<file path="src/rtl/mem_stage_dcache.sv">
// mem_stage_dcache
// ----------------
// Data-cache controller for the MEM stage of the 16-bit pipelined CPU.
// Direct-mapped, 4 lines x 4 words x 16 bits, write-through, no-write-allocate.
// Address split: tag = addr[15:4], index = addr[3:2], word = addr[1:0].
//
// Ports:
//   clk, reset_n        clock; asynchronous active-low reset
//   req_read, req_write MEM-stage load / store request (store wins if both)
//   req_addr, req_wdata request word address and store data
//   rdata               load data (valid when req_read=1 and stall_mem=0)
//   stall_mem           combinational hold for the EX/MEM register
//   mem_read, mem_write line-fill / word-write request to backing memory
//   mem_addr, mem_wdata backing-memory address and store data
//   mem_rdata           64-bit fill line, word0 in [15:0]
//   mem_ready           one-cycle completion pulse from backing memory
//   access_count        completed requests (wraps)
//   hit_count           read hits that needed no fill (wraps)

module mem_stage_dcache (
    input  logic        clk,
    input  logic        reset_n,
    input  logic        req_read,
    input  logic        req_write,
    input  logic [15:0] req_addr,
    input  logic [15:0] req_wdata,
    output logic [15:0] rdata,
    output logic        stall_mem,
    output logic        mem_read,
    output logic        mem_write,
    output logic [15:0] mem_addr,
    output logic [15:0] mem_wdata,
    input  logic [63:0] mem_rdata,
    input  logic        mem_ready,
    output logic [15:0] access_count,
    output logic [15:0] hit_count
);

    typedef enum logic [1:0] {
        IDLE  = 2'd0,
        FILL  = 2'd1,
        WRITE = 2'd2,
        DONE  = 2'd3
    } state_t;

    state_t state;
    state_t next_state;

    // Cache storage. Only the valid bits need a reset; tags and data are
    // ignored until their line is marked valid.
    logic [3:0]  valid;
    logic [11:0] tags  [4];
    logic [63:0] lines [4];

    // Set when the previous cycle was FILL, so the completion of a refilled
    // read is not counted as a hit.
    logic prev_fill;

    logic [11:0] req_tag;
    logic [1:0]  req_index;
    logic [1:0]  req_word;
    logic        hit;
    logic [15:0] hit_word;
    logic        access_done;
    logic        hit_done;

    assign req_tag   = req_addr[15:4];
    assign req_index = req_addr[3:2];
    assign req_word  = req_addr[1:0];

    assign hit      = valid[req_index] && (tags[req_index] == req_tag);
    assign hit_word = lines[req_index][{req_word, 4'b0000} +: 16];

    // Next-state and output decode.
    always_comb begin
        next_state = state;
        stall_mem  = 1'b0;
        mem_read   = 1'b0;
        mem_write  = 1'b0;
        mem_addr   = '0;
        mem_wdata  = '0;
        rdata      = '0;

        case (state)
            IDLE: begin
                if (req_write) begin
                    stall_mem  = 1'b1;
                    next_state = WRITE;
                end else if (req_read) begin
                    if (hit) begin
                        rdata = hit_word;
                    end else begin
                        stall_mem  = 1'b1;
                        next_state = FILL;
                    end
                end
            end
            FILL: begin
                stall_mem = 1'b1;
                mem_read  = 1'b1;
                mem_addr  = {req_addr[15:2], 2'b00};
                if (mem_ready) begin
                    next_state = IDLE;
                end
            end
            WRITE: begin
                stall_mem = 1'b1;
                mem_write = 1'b1;
                mem_addr  = req_addr;
                mem_wdata = req_wdata;
                if (mem_ready) begin
                    next_state = DONE;
                end
            end
            DONE: begin
                next_state = IDLE;
            end
            default: begin
                next_state = IDLE;
            end
        endcase

        // While reset is held a pending miss must not stall the pipeline.
        if (!reset_n) begin
            stall_mem = 1'b0;
            mem_read  = 1'b0;
            mem_write = 1'b0;
            mem_addr  = '0;
            mem_wdata = '0;
            rdata     = '0;
        end
    end

    assign access_done = (req_read || req_write) && !stall_mem;
    assign hit_done    = (state == IDLE) && req_read && !req_write && hit && !prev_fill;

    // Control state, valid bits and counters.
    always_ff @(posedge clk or negedge reset_n) begin
        if (!reset_n) begin
            state        <= IDLE;
            valid        <= '0;
            prev_fill    <= 1'b0;
            access_count <= '0;
            hit_count    <= '0;
        end else begin
            state     <= next_state;
            prev_fill <= (state == FILL);
            if ((state == FILL) && mem_ready) begin
                valid[req_index] <= 1'b1;
            end
            if (access_done) begin
                access_count <= access_count + 16'd1;
            end
            if (hit_done) begin
                hit_count <= hit_count + 16'd1;
            end
        end
    end

    // Tag and data arrays.
    always_ff @(posedge clk) begin
        if ((state == FILL) && mem_ready) begin
            tags[req_index]  <= req_tag;
            lines[req_index] <= mem_rdata;
        end else if ((state == WRITE) && mem_ready && hit) begin
            lines[req_index][{req_word, 4'b0000} +: 16] <= req_wdata;
        end
    end

endmodule

</file>
<file path="config.mk">
export PLATFORM = sky130hd
export DESIGN_NAME = mem_stage_dcache
export DESIGN_NICKNAME = d
export VERILOG_FILES = /design/src/rtl/mem_stage_dcache.sv
export SDC_FILE = /design/constraint.sdc
export NUM_CORES = 1
export LEC_CHECK = 0
export ABC_AREA = 0
export CAP_MARGIN = 20
export CORE_MARGIN = 5
export CORE_UTILIZATION = 60
export CTS_CLUSTER_DIAMETER = 200
export DETAILED_ROUTE_END_ITERATION = 12
export PLACE_DENSITY = 0.95
export SLEW_MARGIN = 20
export SYNTH_ARGS = -nofsm -noshare
export SYNTH_HDL_FRONTEND = slang
export SYNTH_SLANG_ARGS = --single-unit
</file>
<file path="constraint.sdc">
create_clock -name clk -period 10.7 [get_ports clk]
set_clock_uncertainty 0.15 [all_clocks]
set_input_delay 2.14 -clock clk [delete_from_list [all_inputs] [get_ports clk]]
set_output_delay 2.14 -clock clk [all_outputs]
set_load 0.05 [all_outputs]
</file>
* Word level (Yosys, flattened, before mapping)
Memories as Yosys holds them, arrays and structs flattened. Cells that the tools add are included.
Word-level totals: flip-flop bits (word level) 39, word-level logic and storage cells 202, memory bits (writable) 304, output and inout bits 83, memories 2, input port bits 101
Operators by class: muxes and demuxes 97, magnitude comparators 2, reduce and logical (&&, ||, !) cells 17, $add $sub $neg 3, shift operators 3, bitwise gates (word level) 65, equality and inequality tests 8
Memories:
- lines | depth 4, width 64, read ports 1, clocked after memory_dff 0, write ports 1, RTL line 53 | logic [63:0] lines [4];
- tags | depth 4, width 12, read ports 1, clocked after memory_dff 0, write ports 1, RTL line 52 | logic [11:0] tags [4];
Operator list (count):
- 16-bit two-way mux | 8
- 1-bit two-way mux | 78
- 64-bit two-way mux | 1
- 1-bit OR | 64
- 16-bit by 8-bit variable shift with 64-bit output (first input constant) | 1
- 16-bit by 8-bit indexed part select with 64-bit output | 1
- 64-bit by 7-bit indexed part select with 16-bit output | 1
- 16-bit by 1-bit adder with 16-bit output (second input constant) | 2
- 16-bit one-hot mux with 2 select lines | 1
- 12-bit == test | 1
- 1-bit logical AND | 10
- 2-bit two-way mux | 5
- 6-bit negation with 8-bit output | 1
- 2-bit one-hot mux with 4 select lines | 1
- 3-bit != test (second input constant) | 2
- 2-bit == test (second input constant) | 2
- 2-bit != test (second input constant) | 2
- 4-bit OR | 1
- 4-bit AND reduction | 1
- 1-bit logical NOT | 3
- 2-bit by 3-bit less-than comparator with 1-bit output (second input constant) | 1
- 1-bit binary-select mux with 2-bit select | 1
- 1-bit demux with 2-bit select | 1
- 2-bit by 1-bit == test with 1-bit output (second input constant) | 1
- other kinds (5) | 5

* Logic depth before layout (Yosys ltp)
depth in word-level cells 10, mapped depth 11, gate-level depth less buffers 7

* Worst setup path before layout
No wires, ideal clock.
path kind input-to-output, start in req_addr[2], end out rdata[11], setup slack 3.417 ns, required time 8.410 ns, arrival time 4.993 ns, stages 10, cells stage by stage buf_6 buf_12 mux2i_1 o2bb2ai_1 or4_1 a2111o_1 nor3_4 nand3_1 clkbuf_1 nor2b_1
Between the ends: cells in the longest elaborated chain, start to end 8, elaborated cells between the ends (all ways) 12, those cells by class 1 x eq/ne; 1 x shift; 7 x mux; 1 x reduce/logical; 2 x memory
Ends and longest elaborated chain:
- from (decl) | RTL line 25 | input logic [15:0] req_addr,
- branches (longest 3 deep; another with memory read 4 x 64 bit)
- 16-bit two-way mux * | RTL line 90 | if (hit) begin
- 16-bit two-way mux * | RTL line 89 | end else if (req_read) begin
- 16-bit two-way mux * | RTL line 86 | if (req_write) begin
- 16-bit two-way mux * | RTL line 84 | case (state)
- 16-bit two-way mux * | RTL line 124 | if (!reset_n) begin
- to (decl) | RTL line 27 | output logic [15:0] rdata,
Mark *: on every way between the ends. The select of a mux whose other input is x is not followed.

* Worst setup path after layout
start in req_addr[2], end out rdata[15]
Same word-level chain as after synthesis.

==> impl_results.md <==
* GR Util met3 at 6.13%
* Gate power share at 18.2%
* Max cap viols at 0
* Die Footprint at 0.0288 mm²
* H-tree depth at 2
* Clock Tree Buf Depth at 3
* Setup Viol. Count Final at 0
* Post-CTS setup buffers at 0
* Reg power frac at 45.5%
* Leak at 7.11 nW
* Count of buffers from port buffering at 183
* Vias in the first global route at 9764
* Worst-margin pin slew at 1.13 ns
* YS warnings at 0
* Initial Util at 60.8%
* R2r startpoint: tags[0][5]
* DRC at 0
* DR iter-0 viols at 1277
* WP data required at 8.41 ns
* Die width at 170 µm
* RSZ-0062 raised after global routing: false
* Routed WL per cell at 28.2 µm
* Grt peak-use layer: met2
* Vias at 9695
* Final Util at 74.3%
* Later-pin clock latency in the skew report at 0.53 ns
* Top Ports at 184
* Gp weighted congestion at 0.927
* Post-synth EDFFs at 304
* Predominant post-synthesis flop cell: edfxtp_1
* Total power at 0.00349 W
* VDD IR-drop max at 0.143 mV
* Share of cells above drive strength 1 at 15.5%
* Switching power total at 0.000958 W
* Synth unique cells at 54
* Tot GR Track Use at 29.6%
* Rel. slew slack at 24.4%
* Routed Antenna Nets at 0
* Initial antenna violation count at 2
* Drt pass-1 iters at 5
* Hold Violations, Final at 0
* Residual overflow from global routing at 0
* Post-CTS sizing at 0
* Post-CTS Hold Buffers at 0
* DP HPWL at 26900 µm
* Hold_sp: valid[0]
* Die height at 170 µm
* Critical Path End Type: output port
* CTS clk-pin slew, worst paths at 0.06 ns
* Mapped cell area at 0.0153 mm²
* Final period utilization at 86.4%
* Crit path time final at 9.25 ns
* Asr flop ratio synth at 11.4%
* Synth Register Bits at 343
* Status: complete, no violations
* Critical path type: input port to output port
* Sw frac at 27.4%
* GR Util met2 at 46.8%
* Final #Nets at 1256
* Hold Crit Class: flip-flop to flip-flop
* Crit path DAT at 6.96 ns
* Clock share of power at 36.3%
* Row count at 58
* PD cells at 187 mW/mm²
* Clk root buf: clkbuf_16
* Syn_area_per_cell at 16.2 µm²
* Pint at 0.00254 W
* Total CTS buffers at 34
* Fillers at 1366
* GR Util met1 at 39.9%
* Final Max Slew Viols at 0
* Sink Count at 343
* Largest net degree at the start of global routing at 78
* Synth Net Count at 1054
* Layout area overhead at 22.3%
* Via density per instance at 6.46
* Routed Wire Length at 42300 µm
* Synth Instances at 942
* Post-synthesis sequential area ratio at 66.1%
* Worst Path Max Fanout at 55
* Fmax at 108 MHz
* Startpoint types: input port
* First-pass GRT wire length at 62700 µm
* Critical Path Start: req_addr[2]
* Core Region at 0.0252 mm²
* CTS tree: built
* Setup_tns at 0 ns
[power groups by stage]
stage / clock [W] / sequential, W / combinational, W
6_report: 0.00127 / 0.00159 / 0.000635
4_1_cts: 0.00127 / 0.00159 / 0.000628
5_1_grt: 0.00134 / 0.00160 / 0.000664
3_3_place_gp: 0 / 0.00161 / 0.000594
3_5_place_dp: 0 / 0.00161 / 0.000613
2_1_floorplan: 0 / 0.00164 / 0.000345
[logic make-up (layout without fill, tap and decap cells)]
logic type	count (synthesis)	in the layout	synth area share [%]
and+or+nand+nor	219	219	7.54
buffers and inverters	116	344	3.38
AOI/OAI and AO/OA	39	39	1.73
adders and majority gates	11	11	0.900
xor gates and xnor gates	43	43	2.46
DFF	343	343	66.1
muxes	171	171	17.9
other	0	1	0
[cell usage in the layout, fill, tap and decap left out, types with 5 or more instances in the layout]
master / n
a21oi_1: 20
and2_1: 18
and2b_1: 11
and3_1: 29
buf_4: 30
bufinv_16: 6
clkbuf_1: 6
clkbuf_16: 35
clkdlybuf4s50_1: 180
clkinv_2: 7
dfrtp_1: 39
edfxtp_1: 304
ha_1: 11
inv_1: 69
mux2i_1: 87
mux4_2: 81
nand2_1: 77
nand3_1: 23
nand4_1: 13
nor2_1: 17
nor2b_1: 7
or2_2: 5
xnor2_1: 35
xor2_1: 8
[metrics by stage]
stage | std cells | setup slack, ns | cell area [µm²] | hold WS (ns)
CTS | 1500 | 1.48 | 18700 | 0.322
global route | 1500 | 1.12 | 18700 | 0.355
global placement | 1438 | 1.73 | 17500 | 0.306
finish | 1501 | 1.45 | 18700 | 0.319
detailed placement | 1438 | 1.60 | 17500 | 0.309
floorplan | 942 | 3.42 | 15300 | 0.289
[path summary, 6_finish.rpt]
kind	to	slack, ns	cells after the start
setup / recovery	rdata[15]	1.45	9
hold / removal	valid[0]	0.32	1
setup reg to reg	lines[0][6]	6.93	9
hold reg to reg	valid[0]	0.32	1
max in group asynchronous	access_count[8]	8.15	2
min in group asynchronous	hit_count[7]	1.40	1
[cells in the mapped netlist (2+ instances only)]
library cell,number,area [µm²]
edfxtp_1,304,9130
mux2i_1,87,871
mux4_2,81,1820
nand2_1,77,289
inv_1,69,259
dfrtp_1,39,976
xnor2_1,35,307
and3_1,29,181
nand3_1,23,115
a21oi_1,20,100
clkbuf_1,20,75.1
and2_1,18,113
nor2_1,17,63.8
buf_2,16,80.1
nand4_1,13,81.3
and2b_1,11,82.6
ha_1,11,138
xor2_1,8,70.1
nor2b_1,7,43.8
buf_6,5,56.3
or2_2,5,31.3
nand2b_1,4,25.0
nor3_1,3,15.0
nor3b_1,3,22.5
and4_1,2,17.5
buf_1,2,7.51
buf_4,2,15.0
mux2_2,2,22.5
o21ai_0,2,10.0
o22ai_1,2,12.5
o31a_1,2,17.5
[area by class of cell]
| cell class | count | area [µm²] | share of cell area (%) |
|---|---|---|---|
| sequential | 343 | 10100 | 54.0 |
| clock inverter | 19 | 263 | 1.40 |
| tap | 330 | 413 | 2.21 |
| inverter | 70 | 263 | 1.40 |
| clock buffer | 43 | 926 | 4.95 |
| antenna | 1 | 2.50 | 0.0134 |
| multi-input combinational | 483 | 4700 | 25.1 |
| timing repair buffer | 212 | 2040 | 10.9 |
[sequential cells by signal, summed over array words and instances (netlist names)]
name          count
lines           256
tags             48
access_count     16
hit_count        16
valid             4
state             2
prev_fill         1
[critical path, stage by stage]
cell and delay (ns):
buf_4 0.75, buf_4 0.76, mux2i_1 0.29, xor2_1 0.21, a31oi_1 0.30, nor3_4 0.40, nand3_1 0.73, and2b_1 0.46
clkdlybuf4s50_1 0.84
[metal layers]
metal / share of wire, % / wire [µm]
met1: 34 / 14500
met5: 0.021 / 9
met4: 5.3 / 2250
met2: 48 / 20500
met3: 12 / 5040
(Power assumes the default switching activity.)
